**src/rtl/des_f_pipe_pkg.sv**
```systemverilog
// des_pkg: DES E/P tables, data typedefs and the table-driven bit permutation helper.
package des_pkg;
  typedef logic [31:0] half_t;
  typedef logic [47:0] subkey_t;
  typedef logic [47:0] exp_t;
  localparam logic [0:47][5:0] E_TABLE = {
    6'd32, 6'd1,  6'd2,  6'd3,  6'd4,  6'd5,
    6'd4,  6'd5,  6'd6,  6'd7,  6'd8,  6'd9,
    6'd8,  6'd9,  6'd10, 6'd11, 6'd12, 6'd13,
    6'd12, 6'd13, 6'd14, 6'd15, 6'd16, 6'd17,
    6'd16, 6'd17, 6'd18, 6'd19, 6'd20, 6'd21,
    6'd20, 6'd21, 6'd22, 6'd23, 6'd24, 6'd25,
    6'd24, 6'd25, 6'd26, 6'd27, 6'd28, 6'd29,
    6'd28, 6'd29, 6'd30, 6'd31, 6'd32, 6'd1
  };
  localparam logic [0:31][5:0] P_TABLE = {
    6'd16, 6'd7,  6'd20, 6'd21, 6'd29, 6'd12, 6'd28, 6'd17,
    6'd1,  6'd15, 6'd23, 6'd26, 6'd5,  6'd18, 6'd31, 6'd10,
    6'd2,  6'd8,  6'd24, 6'd14, 6'd32, 6'd27, 6'd3,  6'd9,
    6'd19, 6'd13, 6'd30, 6'd6,  6'd22, 6'd11, 6'd4,  6'd25
  };
  // P padded to the 48-entry shape des_permute takes; only the first 32 entries are used
  localparam logic [0:47][5:0] P_TABLE_48 = {P_TABLE, {16{6'd0}}};
  function automatic exp_t des_permute(input half_t src, input logic [0:47][5:0] tbl, input int n);
    exp_t r;
    r = '0;
    for (int i = 0; i < 48; i++)
      if (i < n) r[n-1-i] = src[32-int'(tbl[i])];
    return r;
  endfunction
endpackage

```
**src/rtl/des_f_pipe_if.sv**
```systemverilog
// des_f_pipe_if: input and output valid/ready channels of the DES f pipeline.
interface des_f_pipe_if
  import des_pkg::*;
#(
  parameter int TAG_W = 4
);
  logic             in_valid, in_ready, out_valid, out_ready;
  half_t            r_half, f_out;
  subkey_t          subkey;
  logic [TAG_W-1:0] in_tag, out_tag;
  modport slave  (input in_valid, r_half, subkey, in_tag, out_ready, output in_ready, out_valid, f_out, out_tag);
  modport master (output in_valid, r_half, subkey, in_tag, out_ready, input in_ready, out_valid, f_out, out_tag);
endinterface

```
**src/rtl/des_f_pipe_sbox_bank.sv**
```systemverilog
// des_sbox_bank: splits the 48-bit expanded word into eight 6-bit chunks, MSB chunk to s_box1.
module des_sbox_bank
  import des_pkg::*;
(
  input  exp_t  x_i,
  output half_t s_o
);
  s_box1 u_s1 (.in_6bit(x_i[47:42]), .out_4bit(s_o[31:28]));
  s_box2 u_s2 (.in_6bit(x_i[41:36]), .out_4bit(s_o[27:24]));
  s_box3 u_s3 (.in_6bit(x_i[35:30]), .out_4bit(s_o[23:20]));
  s_box4 u_s4 (.in_6bit(x_i[29:24]), .out_4bit(s_o[19:16]));
  s_box5 u_s5 (.in_6bit(x_i[23:18]), .out_4bit(s_o[15:12]));
  s_box6 u_s6 (.in_6bit(x_i[17:12]), .out_4bit(s_o[11:8]));
  s_box7 u_s7 (.in_6bit(x_i[11:6]),  .out_4bit(s_o[7:4]));
  s_box8 u_s8 (.in_6bit(x_i[5:0]),   .out_4bit(s_o[3:0]));
endmodule

```
**src/rtl/des_s_boxes.sv**
```systemverilog
// s_box1..s_box8: DES S-boxes; row = {b5,b0}, column = b4..b1, table stored row-major.
module s_box1 (input logic [5:0] in_6bit, output logic [3:0] out_4bit);
  localparam logic [0:63][3:0] T = 256'hE4D12FB83A6C5907_0F74E2D1A6CB9538_41E8D62BFC973A50_FC8249175B3EA06D;
  assign out_4bit = T[{in_6bit[5], in_6bit[0], in_6bit[4:1]}];
endmodule

module s_box2 (input logic [5:0] in_6bit, output logic [3:0] out_4bit);
  localparam logic [0:63][3:0] T = 256'hF18E6B34972DC05A_3D47F28EC01A69B5_0E7BA4D158C6932F_D8A13F42B67C05E9;
  assign out_4bit = T[{in_6bit[5], in_6bit[0], in_6bit[4:1]}];
endmodule

module s_box3 (input logic [5:0] in_6bit, output logic [3:0] out_4bit);
  localparam logic [0:63][3:0] T = 256'hA09E63F51DC7B428_D709346A285ECBF1_D6498F30B12C5AE7_1AD069874FE3B52C;
  assign out_4bit = T[{in_6bit[5], in_6bit[0], in_6bit[4:1]}];
endmodule

module s_box4 (input logic [5:0] in_6bit, output logic [3:0] out_4bit);
  localparam logic [0:63][3:0] T = 256'h7DE3069A1285BC4F_D8B56F03472C1AE9_A690CB7DF13E5284_3F06A1D8945BC72E;
  assign out_4bit = T[{in_6bit[5], in_6bit[0], in_6bit[4:1]}];
endmodule

module s_box5 (input logic [5:0] in_6bit, output logic [3:0] out_4bit);
  localparam logic [0:63][3:0] T = 256'h2C417AB6853FD0E9_EB2C47D150FA3986_421BAD78F9C5630E_B8C71E2D6F09A453;
  assign out_4bit = T[{in_6bit[5], in_6bit[0], in_6bit[4:1]}];
endmodule

module s_box6 (input logic [5:0] in_6bit, output logic [3:0] out_4bit);
  localparam logic [0:63][3:0] T = 256'hC1AF92680D34E75B_AF427C9561DE0B38_9EF528C3704A1DB6_432C95FABE17608D;
  assign out_4bit = T[{in_6bit[5], in_6bit[0], in_6bit[4:1]}];
endmodule

module s_box7 (input logic [5:0] in_6bit, output logic [3:0] out_4bit);
  localparam logic [0:63][3:0] T = 256'h4B2EF08D3C975A61_D0B7491AE35C2F86_14BDC37EAF680592_6BD814A7950FE23C;
  assign out_4bit = T[{in_6bit[5], in_6bit[0], in_6bit[4:1]}];
endmodule

module s_box8 (input logic [5:0] in_6bit, output logic [3:0] out_4bit);
  localparam logic [0:63][3:0] T = 256'hD2846FB1A93E50C7_1FD8A374C56B0E92_7B419CE206ADF358_21E74A8DFC90356B;
  assign out_4bit = T[{in_6bit[5], in_6bit[0], in_6bit[4:1]}];
endmodule

```
**src/rtl/des_f_pipe.sv**
```systemverilog
// des_f_pipe: pipelined DES round function f(R,K) = P(S(E(R) ^ K)) with valid/ready on both sides.
// DES_F_OUT_REG_EN adds a third stage (S-boxes registered in S2, P registered in S3, latency 3).
module des_f_pipe
  import des_pkg::*;
#(
  parameter int TAG_W = 4
) (
  input  logic        clk,
  input  logic        n_rst,
  des_f_pipe_if.slave io,
  output logic        busy
);
  logic             s1_valid_q, s1_valid_d, s2_valid_q, s2_valid_d, s1_adv, s2_adv, in_acc;
  exp_t             x_q, x_d;
  half_t            s_w, f_q, f_d;
  logic [TAG_W-1:0] tag1_q, tag1_d, tag2_q, tag2_d;
  des_sbox_bank u_bank (.x_i(x_q), .s_o(s_w));
  assign s1_adv      = !s1_valid_q || s2_adv;
  assign io.in_ready = s1_adv;
  assign in_acc      = io.in_valid && s1_adv;
  assign io.f_out    = f_q;
  always_comb begin
    s1_valid_d = s1_adv ? io.in_valid : s1_valid_q;
    x_d        = in_acc ? des_permute(io.r_half, E_TABLE, 48) ^ io.subkey : x_q;
    tag1_d     = in_acc ? io.in_tag : tag1_q;
    s2_valid_d = s2_adv ? s1_valid_q : s2_valid_q;
  end
  always_ff @(posedge clk or negedge n_rst)
    if (!n_rst) begin
      s1_valid_q <= 1'b0;
      s2_valid_q <= 1'b0;
      x_q        <= '0;
      tag1_q     <= '0;
    end else begin
      s1_valid_q <= s1_valid_d;
      s2_valid_q <= s2_valid_d;
      x_q        <= x_d;
      tag1_q     <= tag1_d;
    end
`ifdef DES_F_OUT_REG_EN
  logic             s3_valid_q, s3_valid_d, out_adv;
  half_t            s_q, s_d;
  logic [TAG_W-1:0] tag3_q, tag3_d;
  assign out_adv = !s3_valid_q || io.out_ready;
  assign s2_adv  = !s2_valid_q || out_adv;
  always_comb begin
    s_d        = (s1_valid_q && s2_adv) ? s_w : s_q;
    tag2_d     = (s1_valid_q && s2_adv) ? tag1_q : tag2_q;
    s3_valid_d = out_adv ? s2_valid_q : s3_valid_q;
    f_d        = (s2_valid_q && out_adv) ? half_t'(des_permute(s_q, P_TABLE_48, 32)) : f_q;
    tag3_d     = (s2_valid_q && out_adv) ? tag2_q : tag3_q;
  end
  always_ff @(posedge clk or negedge n_rst)
    if (!n_rst) begin
      s3_valid_q <= 1'b0;
      s_q        <= '0;
      tag2_q     <= '0;
      f_q        <= '0;
      tag3_q     <= '0;
    end else begin
      s3_valid_q <= s3_valid_d;
      s_q        <= s_d;
      tag2_q     <= tag2_d;
      f_q        <= f_d;
      tag3_q     <= tag3_d;
    end
  assign io.out_valid = s3_valid_q;
  assign io.out_tag   = tag3_q;
  assign busy         = s1_valid_q | s2_valid_q | s3_valid_q;
`else
  assign s2_adv = !s2_valid_q || io.out_ready;
  always_comb begin
    f_d    = (s1_valid_q && s2_adv) ? half_t'(des_permute(s_w, P_TABLE_48, 32)) : f_q;
    tag2_d = (s1_valid_q && s2_adv) ? tag1_q : tag2_q;
  end
  always_ff @(posedge clk or negedge n_rst)
    if (!n_rst) begin
      f_q    <= '0;
      tag2_q <= '0;
    end else begin
      f_q    <= f_d;
      tag2_q <= tag2_d;
    end
  assign io.out_valid = s2_valid_q;
  assign io.out_tag   = tag2_q;
  assign busy         = s1_valid_q | s2_valid_q;
`endif
endmodule
```
**src/flat_wrapper.sv**
```systemverilog
// flat-port wrapper written by rule: the top's interface ports become plain ports
module des_f_pipe_flat import des_pkg::*;
#(
  parameter int TAG_W = 4
)
  (clk, n_rst, busy, io_in_valid, io_r_half, io_subkey, io_in_tag, io_out_ready, io_in_ready, io_out_valid, io_f_out, io_out_tag);
  des_f_pipe_if #(.TAG_W(TAG_W)) io_i ();
  input  logic clk;
  input  logic n_rst;
  output logic busy;
  input wire logic [$bits(io_i.in_valid)-1:0] io_in_valid;
  input wire logic [$bits(io_i.r_half)-1:0] io_r_half;
  input wire logic [$bits(io_i.subkey)-1:0] io_subkey;
  input wire logic [$bits(io_i.in_tag)-1:0] io_in_tag;
  input wire logic [$bits(io_i.out_ready)-1:0] io_out_ready;
  output wire logic [$bits(io_i.in_ready)-1:0] io_in_ready;
  output wire logic [$bits(io_i.out_valid)-1:0] io_out_valid;
  output wire logic [$bits(io_i.f_out)-1:0] io_f_out;
  output wire logic [$bits(io_i.out_tag)-1:0] io_out_tag;
  assign io_i.in_valid = io_in_valid;
  assign io_i.r_half = io_r_half;
  assign io_i.subkey = io_subkey;
  assign io_i.in_tag = io_in_tag;
  assign io_i.out_ready = io_out_ready;
  assign io_in_ready = io_i.in_ready;
  assign io_out_valid = io_i.out_valid;
  assign io_f_out = io_i.f_out;
  assign io_out_tag = io_i.out_tag;
  des_f_pipe #(.TAG_W(TAG_W)) u_core (.clk(clk), .n_rst(n_rst), .io(io_i), .busy(busy));
endmodule
```
**config.mk**
```make
export PLATFORM = sky130hd
export DESIGN_NAME = des_f_pipe_flat
export DESIGN_NICKNAME = d
export VERILOG_FILES = /design/src/rtl/des_f_pipe_pkg.sv /design/src/rtl/des_f_pipe_if.sv /design/src/rtl/des_f_pipe_sbox_bank.sv /design/src/rtl/des_s_boxes.sv /design/src/rtl/des_f_pipe.sv /design/src/flat_wrapper.sv
export SDC_FILE = /design/constraint.sdc
export NUM_CORES = 1
export LEC_CHECK = 0
export BUFFER_PORTS_ARGS = -buffer_cell sky130_fd_sc_hd__buf_2
export CAP_MARGIN = 10
export CORE_MARGIN = 2
export CORE_UTILIZATION = 59
export CTS_CLUSTER_SIZE = 14
export DETAILED_ROUTE_END_ITERATION = 16
export PLACE_DENSITY = 0.87
export SLEW_MARGIN = 25
export SYNTH_ARGS = -nofsm -noshare
export SYNTH_HDL_FRONTEND = slang
export SYNTH_SLANG_ARGS = --single-unit
```
**constraint.sdc**
```tcl
create_clock -name clk -period 2.7 [get_ports clk]
set_clock_uncertainty 0.1 [all_clocks]
set_input_delay 0 -clock clk [delete_from_list [all_inputs] [get_ports clk]]
set_output_delay 0 -clock clk [all_outputs]
set_load 0.05 [all_outputs]
```
# Word level (Yosys, flattened, before mapping)
# Memory sizes are Yosys's and may differ from the RTL's. A register that Yosys moved wholly into a read port is not among the register bits.
# Index checks and enable logic that the tools add are counted.
# Widths: inputs -> output; s select.
[word_totals]
wordCells = 37
mem_count = 8
out_inout_bits = 39
latchBits = 0
in_bits = 88
ff_bits = 58
ramBits = 0
rom_bits = 2048
[op_classes]
bitwise_logic = 10
eq_ne = 0
div = 0
mul = 0
n_reduce_logical = 14
n_lt_le_gt_ge = 0
mux = 0
add_sub_neg = 0
shifts = 0
[mem_list]
columns = ["name", "words", "word_bits", "rd", "rd_clocked_by_memory_dff", "write_ports", "line_no", "source"]
rows = [
  ["(no name shown)", 64, 4, 1, 1, 0, "des_s_boxes.sv:39", "assign out_4bit = T[{in_6bit[5], in_6bit[0], in_6bit[4:1]}];"],
  ["(no name shown)", 64, 4, 1, 1, 0, "des_s_boxes.sv:34", "assign out_4bit = T[{in_6bit[5], in_6bit[0], in_6bit[4:1]}];"],
  ["(no name shown)", 64, 4, 1, 1, 0, "des_s_boxes.sv:29", "assign out_4bit = T[{in_6bit[5], in_6bit[0], in_6bit[4:1]}];"],
  ["(no name shown)", 64, 4, 1, 1, 0, "des_s_boxes.sv:24", "assign out_4bit = T[{in_6bit[5], in_6bit[0], in_6bit[4:1]}];"],
  ["(no name shown)", 64, 4, 1, 1, 0, "des_s_boxes.sv:19", "assign out_4bit = T[{in_6bit[5], in_6bit[0], in_6bit[4:1]}];"],
  ["(no name shown)", 64, 4, 1, 1, 0, "des_s_boxes.sv:14", "assign out_4bit = T[{in_6bit[5], in_6bit[0], in_6bit[4:1]}];"],
  ["2 more memories", "-", "-", "-", "-", "-", "-", ""],
]
[ops]
columns = ["op", "count"]
rows = [
  ["$not 6->7", 8],
  ["$xor 48x48->48", 1],
  ["$logic_not 1->1", 10],
  ["$logic_and 1x1->1", 2],
  ["$logic_or 1x1->1", 2],
  ["$or 1x1->1", 1],
]

# Longest topological paths before layout
[depth]
depth_word = 4
mapped_depth = 9
mapped_depth_nobuf = 7

# Modules after synthesis
# Synthesis repeated with hierarchy kept, for this count alone.
[hier_totals]
cells_unflattened = 937
area_unflattened_um2 = 9228.9
[modules_own_cells]
columns = ["module", "area_per_inst_um2", "cells_each", "seq_area_each_um2", "n_inst"]
rows = [
  ["des_f_pipe", 4175.3, 241, 2252.2, 1],
  ["s_box8", 665.6, 91, 0.0, 1],
  ["s_box6", 653.1, 91, 0.0, 1],
  ["s_box7", 653.1, 86, 0.0, 1],
  ["s_box1", 645.6, 87, 0.0, 1],
  ["s_box5", 629.4, 94, 0.0, 1],
  ["s_box2", 616.8, 88, 0.0, 1],
  ["s_box3", 616.8, 87, 0.0, 1],
  ["s_box4", 573.0, 72, 0.0, 1],
]

# Worst setup path before layout
# OpenSTA, ideal clock, no wires.
[synth_path]
path_type = "reg-to-reg"
start = "register u_core.s2_valid_q, in the netlist u_core.io.out_valid"
end = "register u_core.x_q[10]"
path_slack_ns = 0.166
arrival_ns = 2.301
setup_time_ns = 0.133
stages_incl_launch_ff = 6
path_buffers = 2
required_time_ns = 2.467
synth_period_minus_slack_ns = 2.534
cell_sequence = "dfrtp_1 > nand3b_1 > nand2_1 > clkbuf_1 > buf_1 > a21oi_1"
[synth_between]
elab_chain_cells = 4
[synth_rtl]
columns = ["item", "line_no", "source"]
rows = [
  ["start, declared", "des_f_pipe.sv:13", "logic s1_valid_q, s1_valid_d, s2_valid_q, s2_valid_d, s1_adv, s2_adv, in_acc;"],
  ["start signal, assigned", "des_f_pipe.sv:36", "s2_valid_q <= s2_valid_d;"],
  ["$logic_not 1->1", "des_f_pipe.sv:71", "assign s2_adv = !s2_valid_q || io.out_ready;"],
  ["$logic_or 1x1->1", "des_f_pipe.sv:71", ""],
  ["$logic_or 1x1->1", "des_f_pipe.sv:18", "assign s1_adv = !s1_valid_q || s2_adv;"],
  ["net io_in_ready", "flat_wrapper.sv:16", "output wire logic [$bits(io_i.in_ready)-1:0] io_in_ready;"],
  ["$logic_and 1x1->1", "des_f_pipe.sv:20", "assign in_acc = io.in_valid && s1_adv;"],
  ["end signal, assigned", "des_f_pipe.sv:32", "x_q <= '0;"],
  ["end signal, assigned", "des_f_pipe.sv:37", "x_q <= x_d;"],
  ["end, declared", "des_f_pipe.sv:14", "exp_t x_q, x_d;"],
]
# The timed path passes the listed nets, and every way through them passes these cells.
# A chain may end at the register's enable or synchronous reset.

# Final worst setup path
[layout_path]
start = "register u_core.x_q[14]"
end = "register u_core.f_q[28], in the netlist u_core.io.f_out[28]"
[layout_between]
elab_chain_cells = 1
[layout_rtl]
columns = ["item", "line_no", "source"]
rows = [
  ["$not 6->7 (implied by the code)", "des_s_boxes.sv:29", ""],
  ["end, declared", "des_f_pipe.sv:15", "half_t s_w, f_q, f_d;"],
]
# No other way between the ends.

==> results.py <==
metrics = {
    "outcome": {
        "status": "completed",
    },
    "global_routing": {
        "grt_first_pass_wirelength_mm": 39.4,
        "grt_max_degree": 53,
        "grt_use_total_pct": 32.3,
        "grt_overflow": 0,
        "antenna_found_initial": 0,
        "grt_pass1_vias": 8292,
    },
    "synthesis": {
        "syn_area_mm2": 0.00840,
        "yosys_warnings": 0,
        "ys_ff_latch": 90,
        "synth_top_area_cell": "dfrtp_1",
        "synth.most_common_cell": "nor2_1",
        "synthArstFlopShare_pct": 100,
        "yosysUniqueCellTypes": 73,
        "synth_nets": 1196,
        "synth_edf_count": 0,
        "synth_top_area_share_pct": 26.8,
        "ys.flop_type": "dfrtp_1",
        "synth_area_leaders": "dfrtp_1 (27%), ha_1 (9.4%), nor2_1 (4.7%), a21oi_1 (4.4%), o21ai_0 (4.1%)",
        "yosysSeqAreaShare_pct": 26.8,
        "synthCells": 1045,
        "synth_top_cells_by_count": "nor2_1 (105), dfrtp_1 (90), nand2_1 (87)",
        "syn_avg_cell_area_um2": 8.04,
    },
    "power_and_ir_drop": {
        "ir_drop_mv": 0.621,
        "total_power_mw": 7.45,
        "leakage_nw": 4.58,
        "power_density_mw_per_mm2": 715,
    },
    "setup_path": {
        "worstPathCellList": "inv_1 -> ha_1 -> inv_1 -> a211oi_1 -> a22oi_1 -> and3_1 -> o22ai_1",
        "regToRegSetupSlack_ns": 0.24,
        "critical_path_class": "flop to flop",
        "startpoint_type": "flop",
        "rr_startpoint": "u_core.x_q[14]$_DFFE_PN0P_",
        "crit_family": "compound AO/OA/AOI/OAI gates",
        "cp_num_buf_inv": 2,
        "crit_path_top_delay_cell": "dfrtp_1",
        "critPathArrivalTime_ns": 2.61,
        "r2r-end": "u_core.io.f_out[28]$_DFFE_PN0P_",
        "crit_fanout": 12,
        "cpPeakStageDelay_ns": 0.55,
        "cp-end-kind": "flop",
        "reg2regPathDepth": 7,
        "crit_path_frequent_cell": "inv_1",
        "cp_data_required_time_ns": 2.85,
    },
    "sta": {
        "hold_viol": 0,
        "drv_slew": 0,
        "tightest_slew_ns": 0.958,
        "relSlewSlack_pct": 36.1,
        "whs_ns": 0.152,
        "tns_ns": 0,
        "rsz0062_at_grt": "no",
        "setup_viol": 0,
        "finalCriticalPeriod_ns": 2.46,
        "finalCritPeriodShare_pct": 91.3,
        "max_freq_ghz": 0.406,
    },
    "floorplan": {
        "die_w_um": 123,
        "die_h_um": 123,
        "dieArea_mm2": 0.0152,
        "ios": 127,
        "fp-row-count": 43,
        "core_mm2": 0.0139,
        "start_util_pct": 60.5,
    },
    "route": {
        "wl_mm": 24.4,
        "drt_iter0_markers": 965,
        "dr_total_vias": 8725,
        "ant_nets": 0,
        "routed_via_density": 6.21,
        "wl_per_cell_um": 17.4,
        "drcViolationCount": 0,
        "drt_pass1_iterations": 8,
    },
    "clock_tree": {
        "htreeDepth": 3,
        "post_cts.repair.setup_buffers": 0,
        "clk_transition_reported_paths_ns": 0.07,
        "insertion_delay_ns": 0.35,
        "cts_resized": 0,
        "cts.path.max_buffers": 2,
        "cts_tree": "built",
        "cts_buffers": 9,
        "root_buffer": "clkbuf_16",
        "cts_sinks": 90,
    },
    "place": {
        "finalWeightedCongestion": 0.928,
        "dp_hpwl_mm": 14.8,
        "port_buffers": 126,
    },
    "cells_and_area": {
        "nNetsFinal": 1370,
        "nFillCells": 961,
        "drive_above_1_share_pct": 15.7,
        "syn_to_final_growth_pct": 24.0,
    },
    "run": {
        "max_cap_viol_count": 0,
    },
    "hold_path": {
        "hold_class": "input port to async pin",
    },
}
## through the flow
step | cell area [µm²] | util [%] | setup slack [ns] | std cells
floorplan | 8400 | - | 0.166 | 1045
global placement | 9060 | 65.3 | 0.384 | 1284
detailed placement | 9060 | 65.3 | 0.280 | 1284
CTS | 10400 | 75.0 | 0.258 | 1403
global route | 10400 | 75.0 | 0.0325 | 1403
finish | 10400 | 75.0 | 0.235 | 1404
## placed cells by master, fill, tap and decap left out, types with 7 or more instances in the layout
master,synthesis,routed
inv_1,38,38
and2_1,8,7
o31ai_1,12,12
a22oi_1,7,7
or3_1,8,8
xor2_1,37,37
a21oi_1,73,73
nor3_1,27,27
nor2_1,105,105
nor2b_1,39,39
o311ai_0,9,9
buf_4,1,21
a211o_1,10,10
ha_1,63,63
xnor2_1,30,30
buf_2,21,125
a2111oi_0,13,13
mux2_2,11,11
nor4_1,7,7
dlygate4sd3_1,0,104
o21ai_0,68,68
a211oi_1,24,24
clkbuf_16,0,9
a31oi_1,10,10
nand2_1,87,86
mux2i_1,20,20
dfrtp_1,90,90
nand3_1,16,16
o211ai_1,23,23
nand2b_1,17,17
and3_1,7,7
## cell families after synthesis
kind of cell               after synthesis  synth area share [%]
muxes                                   39                  6.09
AOI/OAI and AO/OA                      312                  24.8
adders and majority gates               63                  9.39
and+or+nand+nor                        344                  19.6
buffers and inverters                  130                  6.35
DFF                                     90                  26.8
xor gates and xnor gates                67                  6.99
## worst max-delay path by stage
stage                               startpoint                               to  slack [ns]  cells past startpoint
2_1_floorplan  u_core.io.out_valid$_DFFE_PN0P_       u_core.x_q[10]$_DFFE_PN0P_        0.17                      5
3_5_place_dp         u_core.x_q[2]$_DFFE_PN0P_   u_core.io.f_out[5]$_DFFE_PN0P_        0.28                      7
5_1_grt             u_core.x_q[14]$_DFFE_PN0P_  u_core.io.f_out[28]$_DFFE_PN0P_        0.03                      7
4_1_cts              u_core.x_q[2]$_DFFE_PN0P_   u_core.io.f_out[5]$_DFFE_PN0P_        0.26                      7
6_report            u_core.x_q[14]$_DFFE_PN0P_  u_core.io.f_out[28]$_DFFE_PN0P_        0.24                      7
3_3_place_gp        u_core.x_q[26]$_DFFE_PN0P_  u_core.io.f_out[22]$_DFFE_PN0P_        0.38                      6
## sequential cells by signal, indices dropped and copies added, names as in the netlist
register             cells
u_core.x_q              48
u_core.io.f_out         32
u_core.io.out_tag        4
u_core.tag1_q            4
u_core.io.out_valid      1
u_core.s1_valid_q        1
## per-layer routing
metal	vias up	global-route usage (%)	wire length (µm)
li1	4095	-	-
met1	4114	39.7	9870
met2	443	55.9	12200
met3	73	6.37	1680
met4	0	12.1	702
met5	-	0	0
## power breakdown
group / internal (mW) / total, mW / leakage (nW) / switching [mW]
Clock: 0.792 / 1.35 / 0.151 / 0.555
Sequential: 1.68 / 2.28 / 1.04 / 0.604
Combinational: 1.48 / 3.82 / 3.39 / 2.34
Total: 3.95 / 7.45 / 4.58 / 3.50
## what timing repair did
item / in CTS / in global routing
hold buffers: 104 / 0
endpoints found under the hold margin: 104 / 0
endpoints found under the setup margin: 0 / 0
## final cells by class
type | instances | area, µm² | area share (%)
multi-input cells | 825 | 5620 | 54.0
flip-flops and latches | 90 | 2250 | 21.6
repair buffers | 251 | 1840 | 17.7
clock buffers | 12 | 267 | 2.56
well taps | 180 | 225 | 2.16
inverters | 42 | 158 | 1.51
clock inverters | 3 | 46.3 | 0.444
diodes | 1 | 2.50 | 0.0240
Power figures use the tool's default switching activity.
